===== src/rtl/fp_mac_pkg.sv =====
// Shared types and helpers for the two-requester floating-point MAC scheduler.
package fp_mac_pkg;

    localparam int unsigned FP_W    = 32;
    localparam int unsigned EXP_MSB = 30;
    localparam int unsigned EXP_LSB = 23;
    localparam int unsigned MAN_MSB = 22;

    typedef enum logic [2:0] {
        IDLE,
        CLR,
        RUN,
        DRAIN,
        DONE
    } state_e;

    // True for +0 and -0: exponent and mantissa both zero, sign ignored.
    function automatic logic is_fp_zero(input logic [FP_W-1:0] x);
        return (x[EXP_MSB:EXP_LSB] == '0) && (x[MAN_MSB:0] == '0);
    endfunction

endpackage


===== src/rtl/rr_arb2.sv =====
// Two-way round-robin pick: a lone requester wins, a tie goes to the pointer side.
module rr_arb2 (
    input  logic [1:0] req_i,
    input  logic       ptr_i,
    output logic [1:0] gnt_o
);

    always_comb begin
        gnt_o = req_i;
        if (req_i == 2'b11) begin
            gnt_o = ptr_i ? 2'b10 : 2'b01;
        end
    end

endmodule


===== src/rtl/fp_mac_sched.sv =====
// Shares one FP MAC datapath between two requesters, one dot-product job at a time.
// Optional build macro FP_MAC_ZERO_SKIP_EN suppresses mac_en for pairs with a +/-0 operand.
module fp_mac_sched
    import fp_mac_pkg::*;
#(
    parameter int unsigned LEN_W   = 8,
    parameter int unsigned MAC_LAT = 2
) (
    input  logic             clk_i,
    input  logic             rst_i,
    input  logic [1:0]       req_i,
    input  logic [LEN_W-1:0] len0_i,
    input  logic [LEN_W-1:0] len1_i,
    output logic [1:0]       gnt_o,
    input  logic [FP_W-1:0]  op0_a_i,
    input  logic [FP_W-1:0]  op0_b_i,
    input  logic             op0_valid_i,
    output logic             op0_ready_o,
    input  logic [FP_W-1:0]  op1_a_i,
    input  logic [FP_W-1:0]  op1_b_i,
    input  logic             op1_valid_i,
    output logic             op1_ready_o,
    output logic [FP_W-1:0]  mac_a_o,
    output logic [FP_W-1:0]  mac_b_o,
    output logic             mac_en_o,
    output logic             mac_clr_o,
    input  logic [FP_W-1:0]  mac_result_i,
    output logic             res_valid_o,
    output logic [FP_W-1:0]  res_data_o,
    output logic             res_id_o
);

    localparam int unsigned LAT_W = 4;
    localparam logic [LAT_W-1:0] LAT_LOAD = LAT_W'(MAC_LAT);

    state_e            state_q, state_d;
    logic [1:0]        gnt_q, gnt_d;
    logic [1:0]        ready_q, ready_d;
    logic              ptr_q, ptr_d;
    logic [LEN_W-1:0]  cnt_q, cnt_d;
    logic [LAT_W-1:0]  lat_q, lat_d;
    logic              issued_q, issued_d;
    logic              empty_q, empty_d;
    logic              clr_q, clr_d;
    logic              res_valid_q, res_valid_d;
    logic [FP_W-1:0]   res_data_q, res_data_d;
    logic              res_id_q, res_id_d;

    logic [1:0]        pick;
    logic [LEN_W-1:0]  len_sel;
    logic [LAT_W-1:0]  lat_dec;
    logic              gid;
    logic              accept;
    logic              skip;

    rr_arb2 u_arb (
        .req_i (req_i),
        .ptr_i (ptr_q),
        .gnt_o (pick)
    );

    assign gid     = gnt_q[1];
    assign len_sel = pick[1] ? len1_i : len0_i;
    assign lat_dec = (lat_q == '0) ? '0 : lat_q - LAT_W'(1);

    // Operand path is a plain mux so a pair reaches the MAC in its accept cycle.
    assign mac_a_o = gid ? op1_a_i : op0_a_i;
    assign mac_b_o = gid ? op1_b_i : op0_b_i;
    assign accept  = gid ? (ready_q[1] & op1_valid_i) : (ready_q[0] & op0_valid_i);

`ifdef FP_MAC_ZERO_SKIP_EN
    assign skip = is_fp_zero(mac_a_o) | is_fp_zero(mac_b_o);
`else
    assign skip = 1'b0;
`endif

    assign mac_en_o    = accept & ~skip;
    assign mac_clr_o   = clr_q;
    assign gnt_o       = gnt_q;
    assign op0_ready_o = ready_q[0];
    assign op1_ready_o = ready_q[1];
    assign res_valid_o = res_valid_q;
    assign res_data_o  = res_data_q;
    assign res_id_o    = res_id_q;

    always_ff @(posedge clk_i) begin
        if (rst_i) begin
            state_q     <= IDLE;
            gnt_q       <= '0;
            ready_q     <= '0;
            ptr_q       <= 1'b0;
            cnt_q       <= '0;
            lat_q       <= '0;
            issued_q    <= 1'b0;
            empty_q     <= 1'b0;
            clr_q       <= 1'b0;
            res_valid_q <= 1'b0;
            res_data_q  <= '0;
            res_id_q    <= 1'b0;
        end else begin
            state_q     <= state_d;
            gnt_q       <= gnt_d;
            ready_q     <= ready_d;
            ptr_q       <= ptr_d;
            cnt_q       <= cnt_d;
            lat_q       <= lat_d;
            issued_q    <= issued_d;
            empty_q     <= empty_d;
            clr_q       <= clr_d;
            res_valid_q <= res_valid_d;
            res_data_q  <= res_data_d;
            res_id_q    <= res_id_d;
        end
    end

    always_comb begin
        state_d     = state_q;
        gnt_d       = gnt_q;
        ready_d     = 2'b00;
        ptr_d       = ptr_q;
        cnt_d       = cnt_q;
        lat_d       = lat_q;
        issued_d    = issued_q;
        empty_d     = empty_q;
        clr_d       = 1'b0;
        res_valid_d = 1'b0;
        res_data_d  = res_data_q;
        res_id_d    = res_id_q;

        unique case (state_q)
            IDLE: begin
                if (req_i != 2'b00) begin
                    gnt_d    = pick;
                    cnt_d    = len_sel;
                    empty_d  = (len_sel == '0);
                    issued_d = 1'b0;
                    lat_d    = '0;
                    if (len_sel == '0) begin
                        state_d = DONE;
                    end else begin
                        state_d = CLR;
                        clr_d   = 1'b1;
                    end
                end
            end
            CLR: begin
                state_d = RUN;
                ready_d = gnt_q;
            end
            RUN: begin
                ready_d = gnt_q;
                // lat_q tracks how much drain time is still owed to the latest mac_en.
                if (mac_en_o) begin
                    lat_d    = LAT_LOAD;
                    issued_d = 1'b1;
                end else begin
                    lat_d = lat_dec;
                end
                if (accept) begin
                    cnt_d = cnt_q - LEN_W'(1);
                    if (cnt_q == LEN_W'(1)) begin
                        state_d = DRAIN;
                        ready_d = 2'b00;
                        if (!issued_q && !mac_en_o) begin
                            lat_d = LAT_LOAD;
                        end
                    end
                end
            end
            DRAIN: begin
                lat_d = lat_dec;
                if (lat_q <= LAT_W'(1)) begin
                    state_d = DONE;
                end
            end
            DONE: begin
                res_valid_d = 1'b1;
                res_data_d  = empty_q ? '0 : mac_result_i;
                res_id_d    = gid;
                gnt_d       = 2'b00;
                ptr_d       = ~gid;
                state_d     = IDLE;
            end
            default: begin
                state_d = IDLE;
            end
        endcase
    end

endmodule


===== config.mk =====
export PLATFORM = sky130hd
export DESIGN_NAME = fp_mac_sched
export DESIGN_NICKNAME = d
export VERILOG_FILES = /design/src/rtl/fp_mac_pkg.sv /design/src/rtl/rr_arb2.sv /design/src/rtl/fp_mac_sched.sv
export SDC_FILE = /design/constraint.sdc
export NUM_CORES = 1
export LEC_CHECK = 0
export BUFFER_PORTS_ARGS = -buffer_cell sky130_fd_sc_hd__buf_2
export CORE_AREA = 5 5 108 110
export DETAILED_ROUTE_END_ITERATION = 16
export DIE_AREA = 0 0 113 115
export PLACE_DENSITY = 0.66
export SYNTH_ARGS = -nofsm -noshare
export SYNTH_HDL_FRONTEND = slang
export SYNTH_SLANG_ARGS = --single-unit

===== constraint.sdc =====
create_clock -name clk_i -period 2.81 [get_ports clk_i]
set_input_delay 0.843 -clock clk_i [delete_from_list [all_inputs] [get_ports clk_i]]
set_output_delay 0.843 -clock clk_i [all_outputs]
set_load 0.01 [all_outputs]

# Word-level counts from Yosys, hierarchy flattened
# Index checks and enable logic that the tools add are counted.
op_classes:
  n_addsub: 2
  magnitude_cmp: 1
  mux: 33
  eq_ne: 10
  n_bitwise: 5
  n_reduce_logical: 16
ops:
  columns: ["cell", "count"]
  rows:
  - ["32-bit 2-to-1 mux", 3]
  - ["4-bit 2-to-1 mux", 6]
  - ["8-bit 2-to-1 mux", 3]
  - ["8-bit one-hot mux with 2 select lines", 1]
  - ["3-bit 2-to-1 mux", 5]
  - ["3-bit one-hot mux with 4 select lines", 1]
  - ["4-bit one-hot mux with 3 select lines", 1]
  - ["2-bit 2-to-1 mux", 5]
  - ["8-bit by 1-bit equality test with 1-bit output (second input constant)", 1]
  - ["8-bit zero test", 1]
  - ["2-bit != test (second input constant)", 4]
  - ["2-bit one-hot mux with 2 select lines", 2]
  - ["8-bit by 1-bit subtractor with 8-bit output (second input constant)", 1]
  - ["3-bit by 2-bit equality test with 1-bit output (second input constant)", 2]
  - ["2-bit AND reduction", 3]
  - ["2-bit nonzero test", 3]
  - ["1-bit 2-to-1 mux", 5]
  - ["4-bit by 1-bit <= comparator with 1-bit output (second input constant)", 1]
  - ["4-bit zero test", 1]
  - ["4-bit AND reduction", 1]
  - ["4-bit by 1-bit subtractor with 4-bit output (second input constant)", 1]
  - ["3-bit by 1-bit equality test with 1-bit output (second input constant)", 1]
  - ["3-bit equality test (second input constant)", 1]
  - ["3-bit zero test", 1]
  - ["other kinds (9)", 13]
totals:
  wordCells: 79
  inputBits: 182
  reg_bits: 57
  output_inout_bits: 104

# Depth between registers and ports, before layout
logic_depth:
  ltp_word: 8
  depth_mapped: 8

# Modules after synthesis
# From an unflattened synthesis, not the netlist that was laid out.
unflattened:
  cells_unflattened: 323
  area_unflattened_um2: 3140.5
by_module_without_submodules:
  columns: ["module", "cells_per_inst", "area_each_um2", "n_inst"]
  rows:
  - ["fp_mac_sched", 320, 3121.7, 1]
  - ["rr_arb2", 3, 18.8, 1]

# Worst setup path before layout
# No wires, ideal clock.
synth_path:
  path_type: "reg2out"
  startpoint: "register gnt_q[1] (netlist: gnt_o[1])"
  endpoint: "output mac_b_o[15]"
  path_slack_ps: 358
  path_stages_with_launch: 5
  t_arrival_ps: 1609
  n_path_buf: 3
  path_cell_list: "dfxtp_1 -> buf_2 -> clkbuf_1 -> buf_1 -> mux2_2"
synth_between:
  elab_chain_len: 1
synth_lines:
  columns: ["element", "line", "source"]
  rows:
  - ["from (decl)", "fp_mac_sched.sv:37", "logic [1:0] gnt_q, gnt_d;"]
  - ["from (signal assigned)", "fp_mac_sched.sv:102", "gnt_q <= gnt_d;"]
  - ["32-bit 2-to-1 mux", "fp_mac_sched.sv:68", "assign mac_b_o = gid ? op1_b_i : op0_b_i;"]
  - ["to (decl)", "fp_mac_sched.sv:24", "output logic [FP_W-1:0] mac_b_o,"]
# No other way between the ends.

# Worst setup path in the final report
layout_path:
  startpoint: "register gnt_q[1] (netlist: gnt_o[1])"
  endpoint: "output mac_a_o[7]"
layout_between:
  elab_chain_len: 1
layout_lines:
  columns: ["element", "line", "source"]
  rows:
  - ["32-bit 2-to-1 mux", "fp_mac_sched.sv:67", "assign mac_a_o = gid ? op1_a_i : op0_a_i;"]
  - ["to (decl)", "fp_mac_sched.sv:23", "output logic [FP_W-1:0] mac_a_o,"]
# No other way between the ends.

==> results_tabular.tex <==
\begin{tabular}{lr}
\hline
Metric & Value \\
\hline
\multicolumn{2}{l}{\textbf{Synthesis}} \\
Instance count of the mapped netlist & 306 \\
Most used DFF post-synth & dfxtp\_1 \\
Post-synthesis net count & 490 \\
Largest cells by area after synthesis & dfxtp\_1 37\%, mux2\_2 25\%, a22o\_1 9.3\% \\
Sequential cell area fraction in the yosys report & 0.371 \\
Most instantiated library cell after synthesis & mux2\_2 \\
Ranking of synthesized cells by instance count & 67 x mux2\_2, 56 x dfxtp\_1, 32 x a22o\_1 \\
Largest area contributor in the netlist & dfxtp\_1 \\
Number of flops mapped to enable cells by yosys & 0 \\
Number of distinct library cell variants in the gate-level netlist after synthesis & 48 \\
Number of warnings issued by yosys & 0 \\
Post-Syn Area per Cell & 9.89 um2 \\
Synth Register Bits & 56 \\
Async set-reset flop share out of synthesis & 0 \\
Synth Cell Area & 3030 um2 \\
Post-synth top area share & 0.371 \\
\multicolumn{2}{l}{\textbf{Power}} \\
Worst supply voltage drop on vdd & 216 uV \\
Power per Cell Area & 425 nW/um2 \\
Leakage power of the design & 2.37 nW \\
\multicolumn{2}{l}{\textbf{Clocking}} \\
Clock Tree Buf Depth & 2 \\
Number of post-CTS setup repair buffers & 0 \\
Clock sink total & 56 \\
Clock buffer count from CTS & 5 \\
Number of H-tree levels & 2 \\
Root Driver & clkbuf\_8 \\
Number of cells upsized or downsized after cts & 0 \\
Clock transition time at the flip-flop clock pins of the worst setup and hold paths & 0.11 ns \\
Post-CTS Hold Fix Bufs & 0 \\
Worst-skew pair later-pin latency & 0.31 ns \\
Clock tree from TritonCTS & built \\
\multicolumn{2}{l}{\textbf{Critical path}} \\
Critical path data required time & 1.97 ns \\
Setup slack on the worst flop-to-flop path & 0.82 ns \\
Start of the worst register-to-register path & gnt\_o[1] \\
Category of the critical setup timing path & reg -> out \\
Crit path from & gnt\_o[1] \\
Number of cells traversed by the worst register-to-register path & 6 \\
Crit path capture type & primary output \\
End of the critical path & mac\_a\_o[7] \\
Terminus of the critical flop-to-flop path & ready\_q[1] \\
Worst Path Arrival & 1.79 ns \\
Crit path launch type & flop \\
Critical Path Fanout Max & 47 \\
\multicolumn{2}{l}{\textbf{Layout}} \\
Final net count & 767 \\
Layout overhead on the synthesized area & 55.5\% \\
Ratio of cells with drive above 1 in the final layout & 0.642 \\
\multicolumn{2}{l}{\textbf{Timing}} \\
Layout Skew & 0.0114 ns \\
Number of failing setup endpoints in the final timing report & 0 \\
Slew HR & 0.687 \\
Final worst path period share & 0.937 \\
Final setup TNS & 0 ns \\
Tightest Pin Transition & 0.468 ns \\
F\_max & 380 MHz \\
Final critical-path required period & 2.63 ns \\
Number of slew-limit violations in the final report & 0 \\
Slack of the critical path & 0.176 ns \\
Hold Violations, Final & 0 \\
RSZ-0062 raised after global routing & no \\
\multicolumn{2}{l}{\textbf{Floorplanning}} \\
Die width & 113 um \\
DIE HEIGHT & 115 um \\
Area inside the core boundary & 10600 um2 \\
IO Pins & 286 \\
Std cell rows & 38 \\
Initial Util & 0.285 \\
Total Die Area & 13000 um2 \\
\multicolumn{2}{l}{\textbf{Route}} \\
Via count of the routed design & 3500 \\
DRT Wirelength & 13400 um \\
Antenna Violating Nets Remaining & 0 \\
Total iterations of the first detailed-routing run & 4 \\
Detailed-route vias per instance & 4.81 \\
First-iteration detailed-routing DRC count & 214 \\
Routed len/inst & 18.4 um \\
DRC violation count after routing & 0 \\
\multicolumn{2}{l}{\textbf{Placed design}} \\
I/O Buffers & 285 \\
Detailed placement HPWL & 11200 um \\
Global placer's final weighted congestion & 1.01 \\
Post-place setup slack & 0.380 ns \\
\multicolumn{2}{l}{\textbf{Global routing}} \\
Vias in the first global route & 3498 \\
Overflow after GRT & 0 \\
Initial antenna violation count & 8 \\
Global-route wire length before repair & 19000 um \\
Pin count of the biggest net entering global routing & 48 \\
Global routing usage summed across all routing layers & 0.184 \\
\multicolumn{2}{l}{\textbf{Run}} \\
Count of max-cap constraint violations & 0 \\
\multicolumn{2}{l}{\textbf{Status}} \\
Outcome & finished, final reports clean \\
\multicolumn{2}{l}{\textbf{Min path}} \\
Worst min path class & reg -> reg \\
\hline
\end{tabular}
## area by class of cell
| type | instances | area (um2) |
|---|---|---|
| clock buffer | 5 | 68.8 |
| sequential | 56 | 1120 |
| timing repair buffer | 291 | 1480 |
| multi-input combinational | 222 | 1790 |
| tap | 140 | 175 |
| fill | 1039 | 5900 |
| antenna | 4 | 10.0 |
| inverter | 7 | 26.3 |
| clock inverter | 3 | 27.5 |
## worst min-delay path by stage
stage / start / to / slack (ns) / depth (start not counted)
after floorplan: lat_q[3] / lat_q[3] / 0.43 / 2
after global placement: lat_q[3] / lat_q[3] / 0.44 / 2
after detailed placement: res_data_o[8] / res_data_o[8] / 0.46 / 1
after CTS: lat_q[3] / lat_q[3] / 0.48 / 2
after global routing: lat_q[3] / lat_q[3] / 0.49 / 2
final: lat_q[3] / lat_q[3] / 0.47 / 2
## routing by layer
metal	vias to the layer above	global-route usage	wire length [um]
met5	-	0	61
met4	8	0.0545	254
met3	19	0.0989	1850
met2	198	0.286	5970
met1	1573	0.220	5220
li1	1702	-	-
## through the flow
step                instance area (um2)  hold slack, ns   util  total power [mW]  cells
finish                             4700           0.473  0.444              2.00    728
global route                       4700           0.490  0.444              2.13    728
CTS                                4690           0.480  0.443              2.02    724
detailed placement                 4600           0.460  0.434              1.55    716
global placement                   4600           0.443  0.434              1.54    716
floorplan                          3030           0.433      -              1.25    306
## logic make-up (layout without fill, tap and decap cells)
| group | after synthesis | in the layout | share of synthesized area |
|---|---|---|---|
| AOI/OAI and AO/OA | 80 | 80 | 0.203 |
| DFF | 56 | 56 | 0.371 |
| muxes | 71 | 71 | 0.263 |
| xor gates and xnor gates | 2 | 2 | 0.00579 |
| adders and majority gates | 2 | 2 | 0.00827 |
| and+or+nand+nor | 67 | 67 | 0.109 |
| other | 0 | 4 | 0 |
| buffers and inverters | 28 | 306 | 0.0409 |
## layout by cell type, fill, tap and decap left out, types with 2 or more instances in the layout
cell type	synthesis	final
buf_4	1	5
a31oi_1	3	3
mux2i_1	4	4
a22o_1	32	32
mux2_2	67	67
and2_1	4	4
nor3_2	1	2
a22oi_1	4	4
ha_1	2	2
diode_2	0	4
a221o_1	2	2
o22ai_1	2	2
nor4_1	6	6
nand2_1	17	17
nor3_1	8	7
inv_1	7	7
o21ai_0	6	6
dfxtp_1	56	55
nand3_1	3	3
or3_1	2	2
buf_2	6	285
a211oi_1	3	3
xor2_1	2	2
clkbuf_8	0	5
a21oi_1	13	12
a32oi_1	2	2
nor2_1	18	18
o21a_1	2	2
## power breakdown
group	leakage (nW)	internal, mW	switching [mW]
Combinational	1.87	0.333	0.328
Sequential	0.454	0.830	0.0456
Clock	0.0463	0.184	0.280
Total	2.37	1.35	0.653
## worst max-delay path, cell delays in order, from the launching register on
cell and delay [ns]:
dfxtp_2 0.62, buf_12 0.31, mux2_2 0.37, buf_2 0.16
## sequential cells by signal (all words and copies together) (netlist names)
| signal | count |
|---|---|
| gnt_o | 2 |
| mac_clr_o | 1 |
| ready_q | 2 |
| state_q | 3 |
| ptr_q | 1 |
| lat_q | 4 |
| res_id_o | 1 |
| res_valid_o | 1 |
| res_data_o | 32 |
| empty_q | 1 |
| cnt_q | 8 |
(Power assumes the default switching activity.)
